### src/rtl/acc16_unit.sv
// ============================================================================
//  Module   : acc16_unit
//  Brief    : 16-bit accumulator built on one shared 8-bit add slice; ADD/SUB
//             take a low-byte cycle and a high-byte cycle, then commit atomically.
//  Revision : 1.0 - initial release
// ============================================================================
`default_nettype none

module acc16_unit #(
    parameter logic [15:0] ACC_RESET = 16'h0000
) (
    input  logic        clk,
    input  logic        rst_n,
    input  logic        op_valid,
    output logic        op_ready,
    input  logic [1:0]  op,
    input  logic [15:0] operand,
    output logic [15:0] acc,
    output logic        carry,
    output logic        zero,
    output logic        ovf,
    output logic        res_valid
);

    localparam logic [1:0] c_ST_IDLE = 2'd0;
    localparam logic [1:0] c_ST_LO   = 2'd1;
    localparam logic [1:0] c_ST_HI   = 2'd2;

    localparam logic [1:0] c_OP_LOAD = 2'b00;
    localparam logic [1:0] c_OP_ADD  = 2'b01;
    localparam logic [1:0] c_OP_SUB  = 2'b10;
    localparam logic [1:0] c_OP_CLR  = 2'b11;

    logic [1:0]  r_state;
    logic [15:0] r_acc;
    logic        r_carry;
    logic        r_zero;
    logic        r_ovf;
    logic        r_res_valid;
    logic [15:0] r_b;
    logic        r_cin;
    logic [7:0]  r_lo;
    logic        r_tc;

    logic        w_accept;
    logic [7:0]  w_sl_a;
    logic [7:0]  w_sl_b;
    logic        w_sl_cin;
    logic [8:0]  w_sl_sum;
    logic [15:0] w_result;

    assign op_ready = (r_state == c_ST_IDLE) && rst_n;
    assign w_accept = op_valid && op_ready;

    // One byte slice serves both halves; the state picks which byte it sees.
    always_comb begin
        w_sl_a   = r_acc[7:0];
        w_sl_b   = r_b[7:0];
        w_sl_cin = r_cin;
        if (r_state == c_ST_HI) begin
            w_sl_a   = r_acc[15:8];
            w_sl_b   = r_b[15:8];
            w_sl_cin = r_tc;
        end
        w_sl_sum = {1'b0, w_sl_a} + {1'b0, w_sl_b} + {8'd0, w_sl_cin};
        w_result = {w_sl_sum[7:0], r_lo};
    end

    always_ff @(posedge clk) begin
        if (!rst_n) begin
            r_state     <= c_ST_IDLE;
            r_acc       <= ACC_RESET;
            r_carry     <= 1'b0;
            r_zero      <= (ACC_RESET == 16'h0000);
            r_ovf       <= 1'b0;
            r_res_valid <= 1'b0;
            r_b         <= 16'h0000;
            r_cin       <= 1'b0;
            r_lo        <= 8'h00;
            r_tc        <= 1'b0;
        end else begin
            r_res_valid <= 1'b0;
            case (r_state)
                c_ST_IDLE: begin
                    if (w_accept) begin
                        case (op)
                            c_OP_LOAD: begin
                                r_acc       <= operand;
                                r_carry     <= 1'b0;
                                r_ovf       <= 1'b0;
                                r_zero      <= (operand == 16'h0000);
                                r_res_valid <= 1'b1;
                            end
                            c_OP_CLR: begin
                                r_acc       <= 16'h0000;
                                r_carry     <= 1'b0;
                                r_ovf       <= 1'b0;
                                r_zero      <= 1'b1;
                                r_res_valid <= 1'b1;
                            end
                            c_OP_ADD: begin
                                r_b     <= operand;
                                r_cin   <= 1'b0;
                                r_state <= c_ST_LO;
                            end
                            c_OP_SUB: begin
                                r_b     <= ~operand;
                                r_cin   <= 1'b1;
                                r_state <= c_ST_LO;
                            end
                            default: r_state <= c_ST_IDLE;
                        endcase
                    end
                end
                c_ST_LO: begin
                    r_lo    <= w_sl_sum[7:0];
                    r_tc    <= w_sl_sum[8];
                    r_state <= c_ST_HI;
                end
                c_ST_HI: begin
                    // r_b already holds the inverted operand for SUB, so one ovf rule covers both.
                    r_acc       <= w_result;
                    r_carry     <= w_sl_sum[8];
                    r_ovf       <= (r_acc[15] == r_b[15]) && (w_result[15] != r_acc[15]);
                    r_zero      <= (w_result == 16'h0000);
                    r_res_valid <= 1'b1;
                    r_state     <= c_ST_IDLE;
                end
                default: r_state <= c_ST_IDLE;
            endcase
        end
    end

    assign acc       = r_acc;
    assign carry     = r_carry;
    assign zero      = r_zero;
    assign ovf       = r_ovf;
    assign res_valid = r_res_valid;

endmodule

`default_nettype wire
### config.mk
export PLATFORM = sky130hd
export DESIGN_NAME = acc16_unit
export DESIGN_NICKNAME = d
export VERILOG_FILES = /design/src/rtl/acc16_unit.sv
export SDC_FILE = /design/constraint.sdc
export NUM_CORES = 1
export LEC_CHECK = 0
export ABC_CLOCK_PERIOD_IN_PS = 4200
export CAP_MARGIN = 30
export CELL_PAD_IN_SITES_DETAIL_PLACEMENT = 1
export CELL_PAD_IN_SITES_GLOBAL_PLACEMENT = 1
export CORE_AREA = 5 5 89 91
export CTS_CLUSTER_SIZE = 10
export DETAILED_ROUTE_END_ITERATION = 10
export DIE_AREA = 0 0 94 96
export MAX_ROUTING_LAYER = met4
export PLACE_DENSITY_LB_ADDON = 0.1
export SLEW_MARGIN = 10
export SYNTH_ARGS = -nofsm -noshare
export SYNTH_HDL_FRONTEND = slang
export SYNTH_SLANG_ARGS = --single-unit
### constraint.sdc
create_clock -name clk -period 4.2 [get_ports clk]
set_input_delay 1.26 -clock clk [delete_from_list [all_inputs] [get_ports clk]]
set_output_delay 1.26 -clock clk [all_outputs]
set_load 0.005 [all_outputs]
### After elaboration in Yosys (flattened, before gate mapping)

Cells that the tools add are included.

| word-level totals | value |
|---|---|
| output and inout bits | 21 |
| bits of input ports | 21 |
| logic and storage cells | 60 |
| flip-flop bits (word level) | 48 |

| operators by class | value |
|---|---|
| add/sub/neg operators | 2 |
| reduce and logical (&&, ||, !) cells | 15 |
| equal/unequal tests | 11 |
| bitwise logic cells | 1 |
| multiplexer cells | 21 |

Operators with widths:

| kind | number |
|---|---|
| case mux 16 bit (2 select lines) | 3 |
| zero test 16 bit | 2 |
| 2-to-1 mux 16 bit | 1 |
| 2-to-1 mux 8 bit | 2 |
| inverter 16 bit | 1 |
| case mux 1 bit (2 select lines) | 6 |
| adder 8 x 8 -> 9 bit | 1 |
| adder 9 x 1 -> 9 bit | 1 |
| AND reduction 3 bit | 3 |
| equality test 2 bit, second input constant | 3 |
| 2-to-1 mux 1 bit | 6 |
| inequality test 2 bit, second input constant | 3 |
| equality test 2 x 1 -> 1 bit, second input constant | 2 |
| zero test 2 bit | 2 |
| 2-to-1 mux 2 bit | 2 |
| case mux 2 bit (2 select lines) | 1 |
| nonzero test 2 bit | 2 |
| OR reduction 2 bit | 2 |
| logical AND 1 bit | 3 |
| inequality test 3 x 1 -> 1 bit, second input constant | 1 |
| AND reduction 2 bit | 1 |
| equality test 1 bit | 1 |
| inequality test 1 bit | 1 |

### Longest topological paths before layout

| depth | value |
|---|---|
| depth in word-level cells | 7 |
| gate-level depth with buffers | 13 |
| gate-level depth less buffers | 11 |

### Least setup slack after synthesis

OpenSTA, ideal clock, no wires.

| timing path | value |
|---|---|
| path type | register -> register |
| start | register r_state[1] |
| end | register r_zero (netlist: zero) |
| setup time | 57 ps |
| buffers on the path | 2 |
| cell stages (with the launch flop) | 14 |
| period minus slack after synthesis | 2977 ps |
| data required time | 4143 ps |
| slack | 1223 ps |
| arrival time | 2920 ps |
| path through | dfxtp_1 > nor2b_1 > buf_2 > buf_2 > mux2i_1 > fa_1 > inv_1 > fa_1 > a21o_1 > a21oi_1 > xnor2_1 > or3_1 > nor3_1 > a21o_1 |

| between the ends | value |
|---|---|
| word-level cells in the longest chain between the ends | 6 |
| elaborated cells between the ends (all ways) | 15 |
| those cells by class | add/sub: 2; eq/ne: 3; mux: 4; reduce/logical: 6 |

Ends and longest elaborated chain:

| element | line | source |
|---|---|---|
| start: declaration | 34 | `logic [1:0] r_state;` |
| start signal: assignment | 71 | `r_state <= c_ST_IDLE;` |
| start signal: assignment | 104 | `r_state <= c_ST_LO;` |
| start signal: assignment | 109 | `r_state <= c_ST_LO;` |
| equality test 2 bit | 60, 83 |  |
| 2-to-1 mux 8 bit | 60 | `if (r_state == c_ST_HI) begin` |
| adder 8 x 8 -> 9 bit | 65 | `w_sl_sum = {1'b0, w_sl_a} + {1'b0, w_sl_b} + {8'd0, w_sl_cin};` |
| adder 9 x 1 -> 9 bit | 65 |  |
| zero test 16 bit | 125 | `r_zero <= (w_result == 16'h0000);` |
| case mux 1 bit (2 select lines) | 83 | `case (r_state)` |
| end signal: assignment | 74 | `r_zero <= (ACC_RESET == 16'h0000);` |
| end signal: assignment | 91 | `r_zero <= (operand == 16'h0000);` |
| end signal: assignment | 125 |  |
| end: declaration | 37 | `logic r_zero;` |

Parallel ways exist; a longest one is shown, timed or not.
A chain may end at the register's enable or synchronous reset.

### Final worst setup path

| timing path | value |
|---|---|
| start | input rst_n |
| end | output op_ready |

| between the ends | value |
|---|---|
| word-level cells in the longest chain between the ends | 1 |

Ends and longest elaborated chain:

| element | line | source |
|---|---|---|
| start: declaration | 13 | `input logic rst_n,` |
| logical AND 1 bit | 52 | `assign op_ready = (r_state == c_ST_IDLE) && rst_n;` |
| end: declaration | 15 | `output logic op_ready,` |

No other way between the ends.

==> results.yml <==
run_status:
  outcome: "completed"
yosys:
  synth_area_leaders: "dfxtp_1 35%, a211oi_1 10%, nand2_1 7.8%"
  synth_compound_area_share_pct: 17.8
  synth_mux_area_share_pct: 1.48
  synthAdderAreaFrac_pct: 6.09
  synth_fp_nets: 367
  synth_top_family_by_area: "simple AND/OR/NAND/NOR gates"
  yosys_warnings: 0
  syn_inst: 334
  ys_seq_elements: 48
  synth-xor-area-share_pct: 6.78
  synth_area_per_cell_sq_um: 8.12
  synthSimpleGateAreaFrac_pct: 26.9
  syn_area_sq_um: 2710
  yosysTopAreaCellShare_pct: 35.4
  synth_cell_types: 41
  yosysSeqAreaShare_pct: 35.4
  synth_largest_area_cell: "dfxtp_1"
timing:
  setup_violations: 0
  min_period_ns: 3.73
  rsz0062_at_grt: "false"
  fmax_mhz: 268
  tightest_slew_ns: 0.822
  fin_skew_ns: 0.00678
  final.period_utilization_pct: 88.7
  hold_viol_final: 0
  fin_tns_setup_ns: 0
  max-slew-margin-rel_pct: 45.1
  worst_slack_ns: 0.473
  final_max_slew_viol_count: 0
setup_path:
  cp_max_fo: 3
  slowest_delay_ns: 0.53
  path_class: "input pin to primary output"
  start_kind: "input pin"
  crit_path_frequent_cell: "clkdlybuf4s50_1"
  critPathCaptureType: "primary output"
  arrival_ns: 2.47
  cp_data_required_time_ns: 2.94
  path_cells: "clkdlybuf4s50_1, nor3b_4, clkdlybuf4s50_1"
  slowest_stage: "clkdlybuf4s50_1"
die:
  pin_count: 42
  die-area_sq_um: 9020
  die_h_microns: 96
  die_w_microns: 94
  core_area_sq_um: 7060
  rows: 31
  initial_utilization_pct: 38.4
power:
  p_int_w: 0.000710
  netSwitchingFraction_pct: 29.5
  power_frac_comb_pct: 20.8
  total_power_w: 0.00101
  seqPwrFrac_pct: 49.6
  power_switching_w: 0.000296
  pwr-share-clk_pct: 29.6
  cellLeakagePower_nw: 1.21
  cellPowerDensity_nw_per_um2: 307
  ir_worst_vdd_mv: 0.138
detailed_routing:
  ant_nets: 0
  first_pass_iters: 4
  vias: 2462
  drt-total-wl_mm: 8.10
  via_per_inst: 5.26
  drt_iter0_markers: 113
  drcViolationCount: 0
  wl_per_cell_microns: 17.3
clock_tree:
  cts.sinks: 48
  ctsResizeCount: 0
  clock_path_buffers: 2
  cts_root_buf: "clkbuf_8"
  holdBufCountCts: 0
  cts_buffers: 5
  cts_setup_buffers: 0
  clk_latency_ns: 0.31
  cts.reportedPaths.clkPinSlew_ns: 0.09
  cts_tree: "done"
  htreeDepth: 2
finish:
  final_common_cell: "nand2_1"
  fin_nets: 401
  n_antenna_cell: 0
  final_cells: 468
  drive_above_1_share_pct: 6.23
  final_cell_mix: "56 x nand2_1, 48 x dfxtp_1, 42 x nor2_1"
  syn_to_final_growth_pct: 21.0
  postLayoutCoreUtil_pct: 46.5
global_route:
  grt_antenna_before_repair: 0
  globalRouteOverflowTotal: 0
  grt_pass1_wl_mm: 13.3
  grt_pass1_vias: 2475
  grt_usage_pct: 19.7
  grt_max_degree: 43
run:
  cap_violations: 0
hold_path:
  hp-class: "register to register"
placed_design:
  gp_congestion: 0.822
  post-place-ws_ns: 0.453
  post-place-cells: 460
  port-buffer-count: 41
  dp_hpwl_mm: 5.99
==> layout make-up <==
| type | instances | area (sq um) |
|---|---|---|
| Clock inverter | 2 | 10.0 |
| Inverter | 6 | 22.5 |
| Sequential cell | 48 | 961 |
| Tap cell | 99 | 124 |
| Timing Repair Buffer | 50 | 478 |
| Fill cell | 875 | 3780 |
| Clock buffer | 6 | 82.6 |
| Multi-Input combinational cell | 257 | 1600 |
==> per-stage QoR <==
step / hold WS (ns) / cell area (sq um)
after global routing: 0.517 / 3280
after floorplan: 0.450 / 2710
after detailed placement: 0.470 / 3190
after CTS: 0.482 / 3280
after global placement: 0.461 / 3190
final: 0.479 / 3280
==> final timing paths <==
check	start	endpoint	slack, ns	cells after the start
worst max-delay path	rst_n	op_ready	0.47	3
worst min-delay path	r_lo[1]	r_lo[1]	0.48	2
worst max register to register	r_state[1]	zero	1.13	11
worst min register to register	r_lo[1]	r_lo[1]	0.48	2
==> per-layer routing <==
| layer | vias to the layer above | routed length (microns) | global-route usage [%] |
|---|---|---|---|
| met5 | - | 0 | - |
| met1 | 1177 | 4040 | 28.3 |
| met4 | 0 | 84 | 4.69 |
| met3 | 7 | 377 | 2.66 |
| met2 | 39 | 3600 | 29.4 |
| li1 | 1239 | - | - |
==> cells in the mapped netlist <==
library cell and n:
nor3b_2 1, clkbuf_1 11, o21ai_0 5, buf_4 1, a21o_1 2, nor4b_1 2, buf_2 6, a211oi_1 37
xor2_1 2, a221o_1 1, a211oi_2 2, nor4_1 5, xnor2_1 19, o21bai_1 2, and2_1 2, o21a_1 1
a21oi_1 11, inv_1 5, nor3_1 18, nand3_1 2, nand2b_1 3, a2bb2oi_1 1, buf_6 4, fa_1 2
ha_1 10, nor3b_1 15, nor2_1 42, clkinv_1 1, a311o_1 1, or3_1 2, o22ai_1 1, dfxtp_1 48
a221oi_1 1, buf_1 1, nand2_1 56, o2bb2ai_1 1, nor2b_1 2, nor3b_4 1, nand4_1 2, o21ai_2 1
mux2i_1 4
==> cells by family after synthesis <==
group,after synthesis
compound gates,67
buf+inv,29
fa+ha+maj,12
xor+xnor,21
mux,4
simple gates,153
flops,48
==> flip-flops by register name (all words and copies together), names as in the netlist <==
name,flops
ovf,1
r_b,16
zero,1
carry,1
res_valid,1
r_state,2
r_cin,1
acc,16
r_tc,1
r_lo,8
==> power groups by stage <==
| stage | clock [W] | combinational [W] | sequential (W) |
|---|---|---|---|
| after global routing | 0.000328 | 0.000233 | 0.000502 |
| after floorplan | 0 | 0.000130 | 0.000504 |
| final | 0.000298 | 0.000209 | 0.000499 |
| after global placement | 0 | 0.000206 | 0.000508 |
| after detailed placement | 0 | 0.000210 | 0.000509 |
| after CTS | 0.000303 | 0.000211 | 0.000499 |
==> worst max-delay path, delay by kind of cell <==
kind | cells | cell delay (ns)
AND/OR/NAND/NOR | 1 | 0.20
buffers and inverters | 2 | 1.00
No activity file was read; power rests on OpenSTA's default activity.
